File: src/rtl/capsense_scanner.sv
// Capacitive touch scanner: discharge / float / time-to-high measurement for four pads,
// baseline calibration, hysteresis and debounce. Optional CAPSENSE_BASELINE_TRACK_EN enables slow baseline drift tracking.
//
// state     | meaning
// DISCHARGE | pads driven low, per-channel counts and done flags cleared
// RELEASE   | pads floating, counting cycles until each synchronised pad reads high
// EVALUATE  | one cycle: calibrate baselines or make debounced press decisions
// IDLE      | pads held low for the inter-scan gap
module capsense_scanner #(
    parameter int CNT_W            = 8,
    parameter int DISCHARGE_CYCLES = 64,
    parameter int SCAN_GAP         = 8192,
    parameter int THRESH           = 8,
    parameter int DEBOUNCE         = 3,
    parameter int CAL_SCANS        = 16
) (
    input  logic       CLK,
    input  logic       RESET,
    input  logic [3:0] PAD_IN,
    output logic       PAD_OE,
    output logic [3:0] PRESSED,
    output logic [3:0] PRESS_EVT,
    output logic       ANY_PRESS_EVT,
    output logic       CAL_DONE,
    output logic       SCAN_STROBE
);

    localparam logic [1:0] ST_DISCHARGE = 2'd0;
    localparam logic [1:0] ST_RELEASE   = 2'd1;
    localparam logic [1:0] ST_EVALUATE  = 2'd2;
    localparam logic [1:0] ST_IDLE      = 2'd3;

    localparam int TMR_MAX = (DISCHARGE_CYCLES > SCAN_GAP) ? DISCHARGE_CYCLES : SCAN_GAP;
    localparam int TMR_W   = $clog2(TMR_MAX + 1);
    localparam int DEB_W   = $clog2(DEBOUNCE + 1);
    localparam int CAL_W   = $clog2(CAL_SCANS + 1);

    localparam logic [CNT_W-1:0] CNT_MAX   = '1;
    localparam logic [CNT_W:0]   THR_PRESS = (CNT_W+1)'(THRESH);
    localparam logic [CNT_W:0]   THR_HOLD  = (CNT_W+1)'(THRESH / 2);
    localparam logic [TMR_W-1:0] TMR_DIS   = TMR_W'(DISCHARGE_CYCLES - 1);
    localparam logic [TMR_W-1:0] TMR_GAP   = TMR_W'(SCAN_GAP - 1);
    localparam logic [DEB_W-1:0] DEB_LAST  = DEB_W'(DEBOUNCE - 1);
    localparam logic [CAL_W-1:0] CAL_LAST  = CAL_W'(CAL_SCANS - 1);

    logic [3:0]       sync_1, sync_2;
    logic [1:0]       state, state_nxt;
    logic [TMR_W-1:0] timer;
    logic [CNT_W-1:0] count [4];
    logic [CNT_W-1:0] baseline [4];
    logic [CNT_W-1:0] baseline_nxt [4];
    logic [CNT_W:0]   sum_press [4];
    logic [CNT_W:0]   sum_hold [4];
    logic [DEB_W-1:0] deb_cnt [4];
    logic [DEB_W-1:0] deb_nxt [4];
    logic [3:0]       done, done_now, raw;
    logic [3:0]       pressed_nxt, evt_nxt;
    logic [CAL_W-1:0] cal_cnt;
`ifdef CAPSENSE_BASELINE_TRACK_EN
    logic [3:0]       track_cnt;
`endif

    // A saturated counter counts as done so a missing pad cannot stall the scan.
    always_comb begin
        for (int i = 0; i < 4; i++) begin
            done_now[i] = done[i] | sync_2[i] | (count[i] == CNT_MAX);
        end
    end

    always_comb begin
        state_nxt = state;
        case (state)
            ST_DISCHARGE: if (timer == '0) state_nxt = ST_RELEASE;
            ST_RELEASE:   if (&done_now) state_nxt = ST_EVALUATE;
            ST_EVALUATE:  state_nxt = ST_IDLE;
            ST_IDLE:      if (timer == '0) state_nxt = ST_DISCHARGE;
            default:      state_nxt = ST_DISCHARGE;
        endcase
    end

    // Sums are one bit wider than the counts, so a large baseline makes a press unreachable.
    always_comb begin
        for (int i = 0; i < 4; i++) begin
            sum_press[i] = {1'b0, baseline[i]} + THR_PRESS;
            sum_hold[i]  = {1'b0, baseline[i]} + THR_HOLD;
            raw[i] = PRESSED[i] ? ({1'b0, count[i]} >= sum_hold[i])
                                : ({1'b0, count[i]} >  sum_press[i]);
        end
    end

    always_comb begin
        pressed_nxt = PRESSED;
        evt_nxt     = '0;
        for (int i = 0; i < 4; i++) begin
            deb_nxt[i]      = deb_cnt[i];
            baseline_nxt[i] = baseline[i];
            if (!CAL_DONE) begin
                if (count[i] > baseline[i]) baseline_nxt[i] = count[i];
            end else begin
                if (raw[i] != PRESSED[i]) begin
                    if (deb_cnt[i] == DEB_LAST) begin
                        pressed_nxt[i] = raw[i];
                        evt_nxt[i]     = raw[i];
                        deb_nxt[i]     = '0;
                    end else begin
                        deb_nxt[i] = deb_cnt[i] + DEB_W'(1);
                    end
                end else begin
                    deb_nxt[i] = '0;
                end
`ifdef CAPSENSE_BASELINE_TRACK_EN
                if (track_cnt == 4'hF && !PRESSED[i] && !raw[i]) begin
                    if (count[i] > baseline[i])
                        baseline_nxt[i] = baseline[i] + CNT_W'(1);
                    else if (count[i] < baseline[i])
                        baseline_nxt[i] = baseline[i] - CNT_W'(1);
                end
`endif
            end
        end
    end

    always_ff @(posedge CLK) begin
        if (RESET) begin
            state         <= ST_DISCHARGE;
            timer         <= TMR_DIS;
            sync_1        <= '0;
            sync_2        <= '0;
            done          <= '0;
            PAD_OE        <= 1'b1;
            PRESSED       <= '0;
            PRESS_EVT     <= '0;
            ANY_PRESS_EVT <= 1'b0;
            CAL_DONE      <= 1'b0;
            SCAN_STROBE   <= 1'b0;
            cal_cnt       <= '0;
`ifdef CAPSENSE_BASELINE_TRACK_EN
            track_cnt     <= '0;
`endif
            for (int i = 0; i < 4; i++) begin
                count[i]    <= '0;
                baseline[i] <= '0;
                deb_cnt[i]  <= '0;
            end
        end else begin
            sync_1        <= PAD_IN;
            sync_2        <= sync_1;
            state         <= state_nxt;
            PAD_OE        <= (state_nxt != ST_RELEASE);
            SCAN_STROBE   <= (state == ST_EVALUATE);
            PRESS_EVT     <= '0;
            ANY_PRESS_EVT <= 1'b0;

            if (state == ST_EVALUATE)
                timer <= TMR_GAP;
            else if (state == ST_IDLE && timer == '0)
                timer <= TMR_DIS;
            else if (timer != '0)
                timer <= timer - TMR_W'(1);

            case (state)
                ST_DISCHARGE: begin
                    done <= '0;
                    for (int i = 0; i < 4; i++) count[i] <= '0;
                end
                ST_RELEASE: begin
                    done <= done_now;
                    for (int i = 0; i < 4; i++) begin
                        if (!done_now[i]) count[i] <= count[i] + CNT_W'(1);
                    end
                end
                ST_EVALUATE: begin
                    for (int i = 0; i < 4; i++) baseline[i] <= baseline_nxt[i];
                    if (CAL_DONE) begin
                        PRESSED       <= pressed_nxt;
                        PRESS_EVT     <= evt_nxt;
                        ANY_PRESS_EVT <= |evt_nxt;
                        for (int i = 0; i < 4; i++) deb_cnt[i] <= deb_nxt[i];
`ifdef CAPSENSE_BASELINE_TRACK_EN
                        track_cnt <= track_cnt + 4'd1;
`endif
                    end else begin
                        cal_cnt <= cal_cnt + CAL_W'(1);
                        if (cal_cnt == CAL_LAST) CAL_DONE <= 1'b1;
                    end
                end
                default: ;
            endcase
        end
    end

endmodule

File: config.mk
export PLATFORM = sky130hd
export DESIGN_NAME = capsense_scanner
export DESIGN_NICKNAME = d
export VERILOG_FILES = /design/src/rtl/capsense_scanner.sv
export SDC_FILE = /design/constraint.sdc
export NUM_CORES = 1
export LEC_CHECK = 0
export CORE_MARGIN = 8
export CORE_UTILIZATION = 45
export DETAILED_ROUTE_END_ITERATION = 7
export MAX_ROUTING_LAYER = met4
export PLACE_DENSITY = 0.64
export SKIP_CTS_REPAIR_TIMING = 1
export SLEW_MARGIN = 20
export SYNTH_ARGS = -nofsm -noshare
export SYNTH_HDL_FRONTEND = slang
export SYNTH_SLANG_ARGS = --single-unit
File: constraint.sdc
create_clock -name CLK -period 4.4 [get_ports CLK]
set_input_delay 0.88 -clock CLK [delete_from_list [all_inputs] [get_ports CLK]]
set_output_delay 0.88 -clock CLK [all_outputs]
set_load 0.1 [all_outputs]
# Yosys cells after proc, flatten, opt, wreduce, memory -nomap -nowiden
# Memories as Yosys holds them, arrays and structs flattened.
# Cells that the tools add are included.
# word_totals
ff_bits,45
ramBits,72
in_bits,6
output_inout_bits,12
elab_cells,197
mem_count,3
# op_classes
n_addsub,18
n_lt_le_gt_ge,12
eq_ne,17
n_mux,90
bitwise_logic,26
n_reduce_logical,15
# memory_table
name,depth,word_bits,rd,rd_ports_with_merged_regs,write_ports,line,source
baseline,4,8,4,0,4,50,logic [CNT_W-1:0] baseline [4];
count,4,8,4,0,4,49,logic [CNT_W-1:0] count [4];
deb_cnt,4,2,4,0,4,54,logic [DEB_W-1:0] deb_cnt [4];
# ops
operator,n
$mux W8,20
$mux W1,46
$mux W13,3
$mux W2,19
$add A8 B3 Y9 const B,4
$add A8 B4 Y9 const B,4
$ge A8 B9 Y1,4
$gt A8 B9 Y1,4
$add A8 B1 Y8 const B,4
$eq A8 B8 Y1 const B,4
$gt A8 B8 Y1,4
$or A1 B1 Y1,24
$reduce_and A4 Y1,5
$logic_not A14 Y1,1
$reduce_bool A14 Y1,1
$sub A14 B1 Y14 const B,1
$eq A2 B2 Y1 const B,6
$add A2 B1 Y2 const B,4
$pmux W2 S4,1
$pmux W4 S2,1
$reduce_or A3 Y1,2
$add A5 B1 Y5 const B,1
$eq A5 B4 Y1 const B,1
$ne A1 B1 Y1,4
9 further kinds,10

# Depth between registers and ports, before layout
# An unclocked memory read counts as a cell.
# logic_depth
word_depth,8
mapped_depth,9
ltp_nobuf,9

# Worst setup path after synthesis
# No wires, ideal clock.
# synth_timing
path_type,reg2reg
from,"register, netlist name CAL_DONE"
to,"memory baseline[1][0], enable pin"
setup_time_ns,0.384
arrival_ns,2.024
t_required_ns,4.016
slack_ns,1.992
path_stages_with_launch,5
n_path_buf,1
period_less_slack_ns,2.408
path_cell_list,dfxtp_1 clkbuf_1 nor2_2 o21ai_0 o21ai_0
# synth_lines
element,line
end: declaration,50

# Worst setup path in the final report
# layout_timing
from,register CAL_DONE
to,output port CAL_DONE
# layout_lines
element,line,source
start: declaration,24,"output logic CAL_DONE,"
start signal: assignment,134,CAL_DONE <= 1'b0;
start signal: assignment,184,if (cal_cnt == CAL_LAST) CAL_DONE <= 1'b1;
# No word-level cell between the ends.

==> results.ini <==
[status]
outcome=finished clean

[cells_and_area]
syn2layout_area_growth_pct=13.17
fin_util_pct=51.98
nets=908
final_cell_mix=96 x ha_1, 74 x nor2_1, 66 x inv_1, 64 x edfxtp_1, 53 x dfxtp_1
fin_area_um2=8589
mostFrequentLayoutCell=ha_1
drive_above_1_share_pct=8.059
diodes=0

[power_and_ir_drop]
internal_power_uw=2168
seqPwrFrac_pct=43.1
p_sw_uw=583.9
swShare_pct=21.22
p_clk_share_pct=51.5
combPwrFrac_pct=5.3
p_leak_uw=0.003572
pwr_density_cell_nw_per_um2=320.4
peakVddDrop_mv=0.2448

[drt]
drtIter0Drc=380
wl_mm=16.78
m1WireLength_mm=7.580
firstDrtPassIters=4
top_layer=met4
wl_met3_um=622
post-route-drc-count=0
antenna_left=0
post_drt_wl_per_cell_um=16.15
wl_met2_mm=8.223
vias=5741
viasPerCell=5.526

[grt]
antenna_found_initial=0
grt_pass1_wl_mm=28.31
grtUsageTotal_pct=16.75
grt_start_max_net_pins=36
overflow=0
grt_pass1_vias=5901

[clock_network]
numCtsBuffers=17
clkSinkCount=117
cts_root_buf=clkbuf_16
clock_latency_ps=420
path_clk_slew_ps=50
htreeDepth=4
cts_tree=yes
clk_path_buf_depth=2

[logic_synthesis]
synthArstFlopShare_pct=0
synthTopCellsByArea=edfxtp_1 25%, ha_1 16%, dfxtp_1 14%
synth_cell_types=70
synth_ff_type=edfxtp_1
synth_cells=791
ys_seq_area_share_pct=39.30
synthesis.nets=893
syn_area_um2=7590
syn_area_per_cell_um2=9.595
ys_ff_latch=117
synth-edff-count=64
ys_warn_count=0
synth.top_cell.area_share_pct=25.32
synth_top_area_cell=edfxtp_1

[worst_setup_path]
path_depth=1
critPathArrivalTime_ps=2350
crit_end=CAL_DONE
crit_family=buffers and inverters
worst_path_max_delay_cell=clkdlybuf4s50_1
cp_max_fo=12
critical_path.cell_chain=clkdlybuf4s50_1
crit_required_ps=3520
cp-startpoint=CAL_DONE$_SDFFE_PP0P_
rr_worst_depth=7
cp.buffers_inverters=1
worst_setup_path_start_kind=register
endpoint_kind=primary output
timing.rr.end=deb_cnt[0][1]$_SDFFCE_PP0P_
cpPeakStageDelay_ps=1260
r2r_start=state[1]$_SDFF_PP0_
path_class=reg -> out
reg2reg_slack_ps=1570

[min_path]
hp-class=reg -> reg

[timing]
tightest_slew_ps=1001
layout_worst_path_cycle_share_pct=73.33
fin_skew_ps=8.362
setup_slack_ps=1173
fin_tns_setup_ps=0
slew_viol_final=0
setup_viol=0
rsz0062_at_grt=no
hold_viol=0
fmax_mhz=309.9
min_period_ps=3227
relSlewSlack_pct=33.04

[die]
io-pin-count=18
start_util_pct=45.93
std_cell_rows=47
die_x_um=145.9
die-area_um2=21280
die_y_um=145.9
coreArea_um2=16520

[placement]
place.detailed.hpwl_mm=12.30
gp_congestion=0.8513
place_area_um2=7955
post-place-ws_ps=1146
portBuffers=17

[flow_run]
cap_violations=0

[state kept, by name, indices dropped and copies added, names as in the netlist, 2 cells and up]
name,cells
sync_2,4
baseline,32
sync_1,4
count,32
state,2
cal_cnt,5
PRESS_EVT,4
PRESSED,4
timer,14
done,4
deb_cnt,8
[area by class of cell]
cell class,count,area (µm²)
Inverter,67,251.5
Multi-Input combinational cell,582,4245
Clock inverter,5,25.02
Fill cell,1496,7935
Sequential cell,117,2983
Tap cell,220,275.3
Timing Repair Buffer,21,200.2
Clock buffer,27,609.3
[power groups by stage]
stage          combinational [µW]  clock [µW]  sequential (µW)
6_report                      147        1420             1190
5_1_grt                       166        1480             1190
4_1_cts                       147        1430             1190
3_5_place_dp                  146           0             1210
3_3_place_gp                  139           0             1210
2_1_floorplan                 105           0             1210
[how the worst min path moves through the flow]
stage	start	end	slack (ps)	cells after the start
floorplan	sync_1[0]$_SDFF_PP0_	sync_2[0]$_SDFF_PP0_	410	1
global placement	sync_1[2]$_SDFF_PP0_	sync_2[2]$_SDFF_PP0_	420	1
detailed placement	sync_1[2]$_SDFF_PP0_	sync_2[2]$_SDFF_PP0_	430	1
CTS	sync_1[2]$_SDFF_PP0_	sync_2[2]$_SDFF_PP0_	440	1
global route	sync_1[2]$_SDFF_PP0_	sync_2[2]$_SDFF_PP0_	460	1
finish	sync_1[2]$_SDFF_PP0_	sync_2[2]$_SDFF_PP0_	440	1
[synth_stat cells (7+ instances only)]
| cell | number |
|---|---|
| nor2b_1 | 14 |
| nand2b_1 | 8 |
| nand2_1 | 43 |
| ha_1 | 96 |
| nor3_1 | 10 |
| a21o_1 | 13 |
| inv_1 | 66 |
| nand3_1 | 46 |
| xor2_1 | 21 |
| clkbuf_1 | 14 |
| xnor2_1 | 43 |
| a21oi_1 | 41 |
| dfxtp_1 | 53 |
| and3_1 | 36 |
| edfxtp_1 | 64 |
| buf_2 | 8 |
| o21ai_0 | 18 |
| nand4_1 | 15 |
| nor2_1 | 74 |
| nor4_1 | 7 |
[kinds of logic after synthesis]
| group | Yosys count | synth area share, % |
|---|---|---|
| AND/OR/NAND/NOR | 291 | 20.34 |
| XOR/XNOR | 64 | 7.385 |
| multiplexers | 1 | 0.1319 |
| adder cells (fa/ha/maj) | 96 | 15.83 |
| AO/OA/AOI/OAI | 130 | 12.22 |
| buffers and inverters | 92 | 4.797 |
| flip-flops | 117 | 39.30 |
[metal layers]
metal	vias up	global-route usage, %
li1	2875	-
met1	2719	19.19
met2	117	27.65
met3	30	4.011
met4	0	6.976
met5	-	-
[metrics by stage]
stage	total power (µW)	instances	hold slack, ps
global placement	1347	1007	420.1
CTS	2767	1039	438.4
floorplan	1314	791	413.8
detailed placement	1355	1007	426.0
finish	2752	1039	436.2
global route	2831	1039	461.2
Note: power is estimated with default switching activity, not from simulation.
